[config.mk]
export PLATFORM = sky130hd
export DESIGN_NAME = pe_fp8_mac_pipe
export DESIGN_NICKNAME = d
export VERILOG_FILES = /design/src/rtl/pe_fp8_mac_pipe.sv
export SDC_FILE = /design/constraint.sdc
export NUM_CORES = 1
export LEC_CHECK = 0
export CORE_MARGIN = 4
export CORE_UTILIZATION = 50
export CTS_BUF_LIST = sky130_fd_sc_hd__clkbuf_4
export DETAILED_ROUTE_END_ITERATION = 16
export GPL_TIMING_DRIVEN = 0
export PLACE_DENSITY = 0.77
export SETUP_SLACK_MARGIN = 0.02
export SYNTH_ARGS = -nofsm -noshare
export SYNTH_HDL_FRONTEND = slang
export SYNTH_SLANG_ARGS = --single-unit
[constraint.sdc]
create_clock -name clk -period 9.75 [get_ports clk]
set_input_delay 0.975 -clock clk [delete_from_list [all_inputs] [get_ports clk]]
set_output_delay 0.975 -clock clk [all_outputs]
set_load 0.02 [all_outputs]
[src/rtl/pe_fp8_mac_pipe.sv]
// Systolic FP8 MAC processing element: LANES FP8 products per beat, reduced to
// BF16 and accumulated with round-to-nearest-even; operands forwarded east/south.
module pe_fp8_mac_pipe #(
    parameter int LANES = 1
) (
    input  logic                 clk,
    input  logic                 rst,
    input  logic                 in_valid,
    input  logic                 clear,
    input  logic                 fmt,
    input  logic [8*LANES-1:0]   a_in,
    input  logic [8*LANES-1:0]   b_in,
    output logic [8*LANES-1:0]   a_out,
    output logic [8*LANES-1:0]   b_out,
    output logic                 fwd_valid,
    output logic [15:0]          c_out,
    output logic                 c_valid
);

    // Lanes are padded to a power of two with zero operands, whose products are +0.
    localparam int NP = (LANES <= 1) ? 1 : (LANES <= 2) ? 2 : (LANES <= 4) ? 4 : 8;
    localparam int PW = 8 * NP;

    // Returns {nan, bf16}. Products are exact: at most 8 significant bits.
    function automatic logic [16:0] fp8_mul(input logic f, input logic [7:0] a, input logic [7:0] b);
        logic [4:0]  ea, eb;
        logic [2:0]  ma, mb;
        logic        za, zb, ia, ib, na, nb, s;
        logic [7:0]  p, e;
        logic [16:0] r;
        s = a[7] ^ b[7];
        if (f) begin
            ea = a[6:2];
            eb = b[6:2];
            ma = {a[1:0], 1'b0};
            mb = {b[1:0], 1'b0};
            ia = (ea == 5'd31) && (ma == 3'd0);
            ib = (eb == 5'd31) && (mb == 3'd0);
            na = (ea == 5'd31) && (ma != 3'd0);
            nb = (eb == 5'd31) && (mb != 3'd0);
        end else begin
            ea = {1'b0, a[6:3]};
            eb = {1'b0, b[6:3]};
            ma = a[2:0];
            mb = b[2:0];
            ia = 1'b0;
            ib = 1'b0;
            na = (a[6:0] == 7'h7F);
            nb = (b[6:0] == 7'h7F);
        end
        za = (ea == 5'd0);
        zb = (eb == 5'd0);
        p  = {4'd0, 1'b1, ma} * {4'd0, 1'b1, mb};
        e  = {3'd0, ea} + {3'd0, eb} + (f ? 8'd97 : 8'd113) + {7'd0, p[7]};
        if (na || nb || (ia && zb) || (ib && za)) begin
            r = {1'b1, 16'h0000};
        end else if (ia || ib) begin
            r = {1'b0, s, 8'hFF, 7'h00};
        end else if (za || zb) begin
            r = {1'b0, s, 15'h0000};
        end else begin
            r = {1'b0, s, e, (p[7] ? p[6:0] : {p[5:0], 1'b0})};
        end
        return r;
    endfunction

    // Returns {nan, bf16}; guard/round/sticky alignment, RNE, flush-to-zero, Inf on overflow.
    function automatic logic [16:0] bf16_add(input logic [15:0] x, input logic [15:0] y);
        logic              sl, ss, found;
        logic [7:0]        el, es, ml, ms, d, mant;
        logic [4:0]        dcap;
        logic [31:0]       shifted;
        logic [10:0]       mlx, msx, n;
        logic [11:0]       sum;
        logic [3:0]        lz;
        logic signed [9:0] e_n;
        logic              rnd;
        logic [16:0]       res;
        res = 17'h00000;
        if (((x[14:7] == 8'hFF) && (x[6:0] != 7'h00)) || ((y[14:7] == 8'hFF) && (y[6:0] != 7'h00))) begin
            res = {1'b1, 16'h7FC0};
        end else if ((x[14:7] == 8'hFF) && (y[14:7] == 8'hFF)) begin
            res = (x[15] != y[15]) ? {1'b1, 16'h7FC0} : {1'b0, x};
        end else if (x[14:7] == 8'hFF) begin
            res = {1'b0, x};
        end else if (y[14:7] == 8'hFF) begin
            res = {1'b0, y};
        end else if ((x[14:7] == 8'h00) && (y[14:7] == 8'h00)) begin
            res = {1'b0, x[15] & y[15], 15'h0000};
        end else if (x[14:7] == 8'h00) begin
            res = {1'b0, y};
        end else if (y[14:7] == 8'h00) begin
            res = {1'b0, x};
        end else begin
            if (x[14:0] >= y[14:0]) begin
                sl = x[15]; el = x[14:7]; ml = {1'b1, x[6:0]};
                ss = y[15]; es = y[14:7]; ms = {1'b1, y[6:0]};
            end else begin
                sl = y[15]; el = y[14:7]; ml = {1'b1, y[6:0]};
                ss = x[15]; es = x[14:7]; ms = {1'b1, x[6:0]};
            end
            d       = el - es;
            dcap    = (d > 8'd31) ? 5'd31 : d[4:0];
            shifted = {ms, 24'h000000} >> dcap;
            mlx     = {ml, 3'b000};
            msx     = {shifted[31:22], |shifted[21:0]};
            e_n     = $signed({2'b00, el});
            if (sl == ss) begin
                sum = {1'b0, mlx} + {1'b0, msx};
                if (sum[11]) begin
                    n   = {sum[11:2], sum[1] | sum[0]};
                    e_n = e_n + 10'sd1;
                end else begin
                    n = sum[10:0];
                end
            end else begin
                sum   = {1'b0, mlx - msx};
                n     = sum[10:0];
                lz    = 4'd0;
                found = 1'b0;
                for (int i = 10; i >= 0; i--) begin
                    if (!found && n[i]) begin
                        lz    = 4'(10 - i);
                        found = 1'b1;
                    end
                end
                n   = n << lz;
                e_n = e_n - $signed({6'd0, lz});
            end
            rnd  = n[2] & (n[1] | n[0] | n[3]);
            mant = {1'b0, n[9:3]} + {7'd0, rnd};
            if (mant[7]) begin
                e_n = e_n + 10'sd1;
            end else begin
                e_n = e_n;
            end
            if (n == 11'd0) begin
                res = 17'h00000;
            end else if (e_n <= 10'sd0) begin
                res = {1'b0, sl, 15'h0000};
            end else if (e_n >= 10'sd255) begin
                res = {1'b0, sl, 8'hFF, 7'h00};
            end else begin
                res = {1'b0, sl, e_n[7:0], mant[6:0]};
            end
        end
        return res;
    endfunction

    logic [PW-1:0] a_pad_s, b_pad_s;
    logic [16:0]   mul_s [NP];
    logic          prod_nan_s;
    logic [15:0]   s1_prod_r [NP];
    logic          s1_valid_r, s1_clear_r, s1_nan_r;
    logic [15:0]   node_s [2*NP-1];
    logic [16:0]   tadd_s;
    logic          tree_nan_s;
    logic [15:0]   s2_sum_r;
    logic          s2_valid_r, s2_clear_r, s2_nan_r;
    logic [15:0]   acc_r, acc_nxt_s;
    logic [16:0]   acc_add_s;
    logic          nan_r, nan_nxt_s;

    assign a_pad_s = PW'(a_in);
    assign b_pad_s = PW'(b_in);

    // Lane products and the beat's product NaN tag
    always_comb begin
        prod_nan_s = 1'b0;
        for (int i = 0; i < NP; i++) begin
            mul_s[i]   = fp8_mul(fmt, a_pad_s[8*i +: 8], b_pad_s[8*i +: 8]);
            prod_nan_s = prod_nan_s | mul_s[i][16];
        end
    end

    // Balanced adder tree over S1 products, heap-indexed with leaves at NP-1..2NP-2
    always_comb begin
        tree_nan_s = 1'b0;
        tadd_s     = 17'h00000;
        for (int i = 0; i < NP; i++) begin
            node_s[NP-1+i] = s1_prod_r[i];
        end
        for (int i = NP - 2; i >= 0; i--) begin
            tadd_s     = bf16_add(node_s[2*i+1], node_s[2*i+2]);
            node_s[i]  = tadd_s[15:0];
            tree_nan_s = tree_nan_s | tadd_s[16];
        end
    end

    // Accumulator next state: a clearing beat replaces value and NaN flag
    always_comb begin
        acc_add_s = bf16_add(acc_r, s2_sum_r);
        if (s2_clear_r) begin
            acc_nxt_s = s2_sum_r;
            nan_nxt_s = s2_nan_r;
        end else begin
            acc_nxt_s = acc_add_s[15:0];
            nan_nxt_s = nan_r | s2_nan_r | acc_add_s[16];
        end
    end

    // Forwarding, pipeline stages and accumulator registers
    always_ff @(posedge clk or posedge rst) begin
        if (rst) begin
            a_out      <= '0;
            b_out      <= '0;
            fwd_valid  <= 1'b0;
            for (int i = 0; i < NP; i++) begin
                s1_prod_r[i] <= 16'h0000;
            end
            s1_valid_r <= 1'b0;
            s1_clear_r <= 1'b0;
            s1_nan_r   <= 1'b0;
            s2_sum_r   <= 16'h0000;
            s2_valid_r <= 1'b0;
            s2_clear_r <= 1'b0;
            s2_nan_r   <= 1'b0;
            acc_r      <= 16'h0000;
            nan_r      <= 1'b0;
            c_out      <= 16'h0000;
            c_valid    <= 1'b0;
        end else begin
            a_out      <= a_in;
            b_out      <= b_in;
            fwd_valid  <= in_valid;
            for (int i = 0; i < NP; i++) begin
                s1_prod_r[i] <= mul_s[i][15:0];
            end
            s1_valid_r <= in_valid;
            s1_clear_r <= in_valid & clear;
            s1_nan_r   <= in_valid & prod_nan_s;
            s2_sum_r   <= node_s[0];
            s2_valid_r <= s1_valid_r;
            s2_clear_r <= s1_clear_r;
            s2_nan_r   <= s1_nan_r | tree_nan_s;
            if (s2_valid_r) begin
                acc_r <= acc_nxt_s;
                nan_r <= nan_nxt_s;
                c_out <= nan_nxt_s ? 16'h7FC0 : acc_nxt_s;
            end else begin
                acc_r <= acc_r;
                nan_r <= nan_r;
                c_out <= c_out;
            end
            c_valid    <= s2_valid_r;
        end
    end

endmodule

-- Word level (Yosys, flattened, before mapping)
Index checks and enable logic that the tools add are counted.
- bits in registers: 88
- latch bits: 0
- memory bits (writable): 0
- ROM bits: 0
- bits of input ports: 21
- output and inout bits: 34
- word-level logic and storage cells: 307
- memories kept: 0
- add/sub/neg operators: 10
- multipliers: 1
- div/mod/pow operators: 0
- order comparisons: 4
- equality and inequality tests: 8
- shift operators: 2
- multiplexer cells: 210
- bitwise gates (word level): 10
- reduce and logical (&&, ||, !) cells: 48
- operator list (operator ; number):
    8-bit two-way mux ; 30
    10-bit two-way mux ; 16
    16-bit two-way mux ; 8
    1-bit two-way mux ; 112
    11-bit two-way mux ; 9
    17-bit two-way mux ; 4
    4-bit two-way mux ; 17
    15-bit two-way mux ; 4
    32-bit by 5-bit right shift with 32-bit output ; 1
    22-bit OR reduction ; 1
    7-bit two-way mux ; 3
    1-bit logical AND ; 20
    5-bit two-way mux ; 4
    8-bit == test, second input constant ; 2
    8-bit logical NOT ; 2
    15-bit greater-or-equal comparator ; 1
    7-bit == test, second input constant ; 2
    7-bit nonzero test ; 2
    11-bit by 11-bit adder with 12-bit output ; 1
    11-bit logical NOT ; 1
    11-bit by 4-bit left shift with 11-bit output ; 1
    11-bit subtractor ; 1
    10-bit by 2-bit adder with 10-bit output, second input constant ; 1
    5-bit == test, second input constant ; 2
    23 further kinds ; 48

-- Longest topological paths before layout
- word-level depth: 169
- gate-level depth with buffers: 51
- depth with buffers taken out: 45

-- Least setup slack after synthesis
OpenSTA, ideal clock, no wires.
- path kind: reg2reg
- from: register s2_sum_r[9]
- to: register c_out[8]
- setup time: 0.087 ns
- data arrival time: 10.120 ns
- required time: 9.663 ns
- slack: -0.456 ns
- cell stages (with the launch flop): 49
- path buffers: 5
- clock period less this slack: 10.206 ns
- cell sequence: dfrtp_1 > inv_1 > ha_1 > buf_2 > nand2_1 > o21a_1 > o21a_1 > nand2_1 > buf_4 > clkbuf_1 > clkbuf_1 > mux2i_1 > ha_1 > or2_2 > a21oi_1 > a211oi_2 > o211ai_1 > a2111oi_4 > [13 not listed] > ha_1 > inv_1 > fa_1 > a21o_1 > a211oi_1 > a31oi_1 > xnor2_1 > or2_2 > clkbuf_1 > nand2b_1 > o21a_1 > o2111ai_1 > a2bb2oi_1 > mux2i_1 > nor3_1 > a211oi_1 > or4_1 > o211ai_1
- cells in the longest elaborated chain, start to end: 168
- elaborated cells on any way between the ends: 243
- classes of those cells: add/sub (7); order compare (4); eq/ne (2); shift (2); mux (196); bitwise (5); reduce/logical (27)
- ends and longest elaborated chain (element ; RTL line ; text):
    start: declaration ; 158 ; logic [15:0] s2_sum_r;
    start signal: assignment ; 232 ; s2_sum_r <= node_s[0];
    15-bit greater-or-equal comparator ; 95 ; if (x[14:0] >= y[14:0]) begin
    8-bit two-way mux ; 95 ;
    8-bit two-way mux ; 92 ; end else if (y[14:7] == 8'h00) begin
    8-bit two-way mux ; 90 ; end else if (x[14:7] == 8'h00) begin
    8-bit two-way mux ; 88 ; end else if ((x[14:7] == 8'h00) && (y[14:7] == 8'h00)) begin
    8-bit two-way mux ; 86 ; end else if (y[14:7] == 8'hFF) begin
    8-bit two-way mux ; 84 ; end else if (x[14:7] == 8'hFF) begin
    8-bit two-way mux ; 82 ; end else if ((x[14:7] == 8'hFF) && (y[14:7] == 8'hFF)) begin
    [152 not listed] ; n/a ;
    16-bit two-way mux ; 90 ;
    16-bit two-way mux ; 88 ;
    16-bit two-way mux ; 86 ;
    16-bit two-way mux ; 84 ;
    17-bit two-way mux ; 82 ;
    17-bit two-way mux (*) ; 80 ; if (((x[14:7] == 8'hFF) && (x[6:0] != 7'h00)) || ((y[14:7] == 8'hFF) && (y[6:0] != 7'h00))) begin
    16-bit two-way mux ; 193 ; if (s2_clear_r) begin
    16-bit two-way mux (*) ; 239 ; c_out <= nan_nxt_s ? 16'h7FC0 : acc_nxt_s;
    end signal: assignment ; 239 ;
    end signal: assignment ; 243 ; c_out <= c_out;
    end: declaration ; 16 ; output logic [15:0] c_out,
Mark *: on every way between the ends. The rest lies on a longest branch, timed or not. The select of a mux whose other input is x is not followed.
A chain may end at the register's enable or synchronous reset.

-- Worst setup path after layout
- from: register s2_sum_r[14]
- to: register acc_r[4]
- cells in the longest elaborated chain, start to end: 167
- elaborated cells on any way between the ends: 240
- classes of those cells: add/sub (7); order compare (4); eq/ne (2); shift (2); mux (194); bitwise (4); reduce/logical (27)
- ends and longest elaborated chain (element ; RTL line ; text):
    15-bit greater-or-equal comparator ; 95 ;
    8-bit two-way mux ; 95 ;
    8-bit two-way mux ; 92 ;
    8-bit two-way mux ; 90 ;
    8-bit two-way mux ; 88 ;
    8-bit two-way mux ; 86 ;
    8-bit two-way mux ; 84 ;
    8-bit two-way mux ; 82 ;
    [151 not listed] ; n/a ;
    16-bit two-way mux ; 92 ;
    16-bit two-way mux ; 90 ;
    16-bit two-way mux ; 88 ;
    16-bit two-way mux ; 86 ;
    16-bit two-way mux ; 84 ;
    17-bit two-way mux ; 82 ;
    17-bit two-way mux (*) ; 80 ;
    16-bit two-way mux (*) ; 193 ;
    end signal: assignment ; 237 ; acc_r <= acc_nxt_s;
    end signal: assignment ; 241 ; acc_r <= acc_r;
    end: declaration ; 160 ; logic [15:0] acc_r, acc_nxt_s;
Marks and branches as above.

==> results.cfg <==
[critical_path]
worst_path_largest_cell_delay_ns = 0.48
worst_path_arrival_ns = 9.85
maximum_fanout_count_along_the_critical_path = 10
cpMostUsedCell = sky130_fd_sc_hd__nor3_4
start_kind = register
timing.setup.critical_path_class = reg2reg
cp_data_required_time_ns = 10.10
cpMaxStageDelayCell = sky130_fd_sc_hd__dfrtp_2
crit_path_end_kind = register

[detailed_routing]
postRouteAntennaNets = 0
route.vias.total = 10058
detailedRoute.firstIterationViolations = 1397
via_per_inst = 6.64
route.detailed.wl_per_inst_um = 20.2
drt_drc_violations_left = 0
postRouteWirelength_mm = 30.7
detailedRoute.firstPassIterationCount = 7

[finish]
mostFrequentLayoutCells = sky130_fd_sc_hd__nor2_1 (107), sky130_fd_sc_hd__a21oi_1 (85), sky130_fd_sc_hd__nand2_1 (81), sky130_fd_sc_hd__o21ai_0 (69), sky130_fd_sc_hd__dfrtp_1 (67)
growth_of_design_area_from_synthesis_to_finish_pct = 21.8
nNetsFinal = 1369
seqCellArea_mm2 = 0.00223
filler_instances = 1551
post-route-util = 0.621
final_common_cell = sky130_fd_sc_hd__nor2_1
post_route_cells_drive_above_1_share = 0.181
multi_input_combinational_cell_area_mm2 = 0.00705

[synthesis]
synth_sequential_area_ratio = 0.239
dominant_register_cell_in_the_synthesized_netlist = sky130_fd_sc_hd__dfrtp_1
synth-edff-count = 0
syn_area_per_cell_um2 = 7.94
netlist_area_mm2 = 0.00923
synth_cell_types = 95
total_of_flip_flops_plus_latches_after_synthesis = 88
synth_top_cell_by_area = sky130_fd_sc_hd__dfrtp_1
netlist_top_cells_area = sky130_fd_sc_hd__dfrtp_1 (24%), sky130_fd_sc_hd__ha_1 (8.1%), sky130_fd_sc_hd__a21oi_1 (4.9%)
yosys_warnings = 0
async_flop_share = 1.00
syn_inst = 1162
synth_top_area_share = 0.239
synthesis.nets = 1252

[sta]
period_minus_slack_ns = 9.50
upper_clock_frequency_limit_ghz = 0.105
report.final.hold_viol_count = 0
finalClockSkew_ns = 0.0361
maxSlewViolCount = 0
finalWorstSetupSlack_ns = 0.246
final_worst_path_cycle_share = 0.975
timing.max_slew.rel_slack = 0.375
tightestPinTransition_ns = 0.928
setup_viol_count_final = 0
rsz_0062_raised_after_global_routing = true

[place]
place_worst_setup_slack_ns = -2.02
hpwl_after_detailed_placement_mm = 22.2
numPortBuffers = 54
finalWeightedCongestion = 0.977

[floorplanning]
fp.dieArea_mm2 = 0.0207
rows = 49
chip_width_um = 144
vertical_die_dimension_um = 144
core_region_area_mm2 = 0.0181
start_util = 0.510
ioPinCount = 55

[clock_network]
root_buffer = sky130_fd_sc_hd__clkbuf_4
clk_pin_slew_ns = 0.16
cts-root-to-sink-buffers = 2
tritoncts_num_sinks = 88
hold_buffer_count_at_cts = 0
number_of_buffers_inserted_during_clock_tree_synthesis = 9
clk-insertion-delay-late_ns = 0.49
htree_levels = 3
cts_tree = done

[grt]
maximum_number_of_pins_on_one_net_before_global_route_repair = 60
grtUsageTotal = 0.289
global_route_wire_length_before_repair_mm = 48.3
congestion_overflow_gr = 0
initial_antenna_violation_count = 1
number_of_global_route_vias_before_repair = 9391

[run]
timing.max_cap.violations = 0

[worst_hold_path]
worst_hold_path_type = reg2reg

[outcome]
result_of_the_run = completed
## per-layer routing
layer | track usage | routed length (µm)
met4 | 0.129 | 1580
met2 | 0.482 | 14400
met1 | 0.363 | 11800
met5 | 0 | 0
met3 | 0.0572 | 2910
## synth_stat cells (all sizes together) (16+ instances only)
cell and number:
nand3 41, o21ai 95, a21oi 92, nor2 115, a21o 17, clkbuf 39
o211ai 16, inv 69, mux2i 22, a211oi 24, nor3 27, ha 60
dfrtp 88, nand2 83, xnor2 25, and3 16, and2 20
## final timing paths
path / from / to / slack, ns / cells past startpoint
worst max-delay path: s2_sum_r[14] / acc_r[4] / 0.25 / 46
worst min-delay path: node_s[2] / s2_sum_r[2] / 0.37 / 0
worst max register to register: s2_sum_r[14] / acc_r[4] / 0.25 / 46
worst min register to register: node_s[2] / s2_sum_r[2] / 0.37 / 0
max in group asynchronous: rst / s2_sum_r[9] / 8.30 / 3
min in group asynchronous: rst / a_out[3] / 0.84 / 2
## flip-flops by register name, summed over array words and instances (netlist names)
register,flops
a_out,8
s1_clear_r,1
s1_valid_r,1
s2_clear_r,1
c_out,16
s1_nan_r,1
acc_r,16
s2_valid_r,1
b_out,8
node_s,16
nan_r,1
s2_nan_r,1
s2_sum_r,16
c_valid,1
## per-stage QoR
stage	instance area, µm²	hold slack, ns	std cells	TNS (ns)
detailed placement	10100	0.336	1446	-56.14
global route	11200	0.380	1514	-2.71
finish	11200	0.366	1514	0
global placement	10100	0.331	1445	-53.02
floorplan	9250	0.331	1162	0
CTS	10800	0.368	1487	0
## what timing repair did
action / in CTS / in global routing
endpoints found under the setup margin: 30 / 30
pin swaps: 19 / 31
cloned: 0 / 1
buffers inserted: 31 / 27
resized for setup: 81 / 54
## worst max-delay path, delay by kind of cell, from the launching register on
family | cells | cell delay [ns]
xor gates and xnor gates | 1 | 0.20
muxes | 2 | 0.38
buffers and inverters | 7 | 1.02
DFF | 1 | 0.48
and+or+nand+nor | 14 | 2.74
adders and majority gates | 4 | 1.10
AOI/OAI and AO/OA | 18 | 3.41
## cell families after synthesis
family / synth area share
DFF: 0.239
adders and majority gates: 0.101
AOI/OAI and AO/OA: 0.313
xor gates and xnor gates: 0.0388
buffers and inverters: 0.0522
and+or+nand+nor: 0.216
muxes: 0.0413
## cell type report
class	instances	area share
Antenna cell	1	0.000223
Clock inverter	7	0.00657
Tap cell	229	0.0255
Clock buffer	9	0.00601
Buffer	44	0.0198
Sequential cell	88	0.198
Timing Repair Buffer	114	0.0926
Multi-Input combinational cell	952	0.627
Inverter	70	0.0238
Power is left out: the tool's default activity adds up to more than one toggle a clock period on the data nets, which glitch-free logic cannot reach.
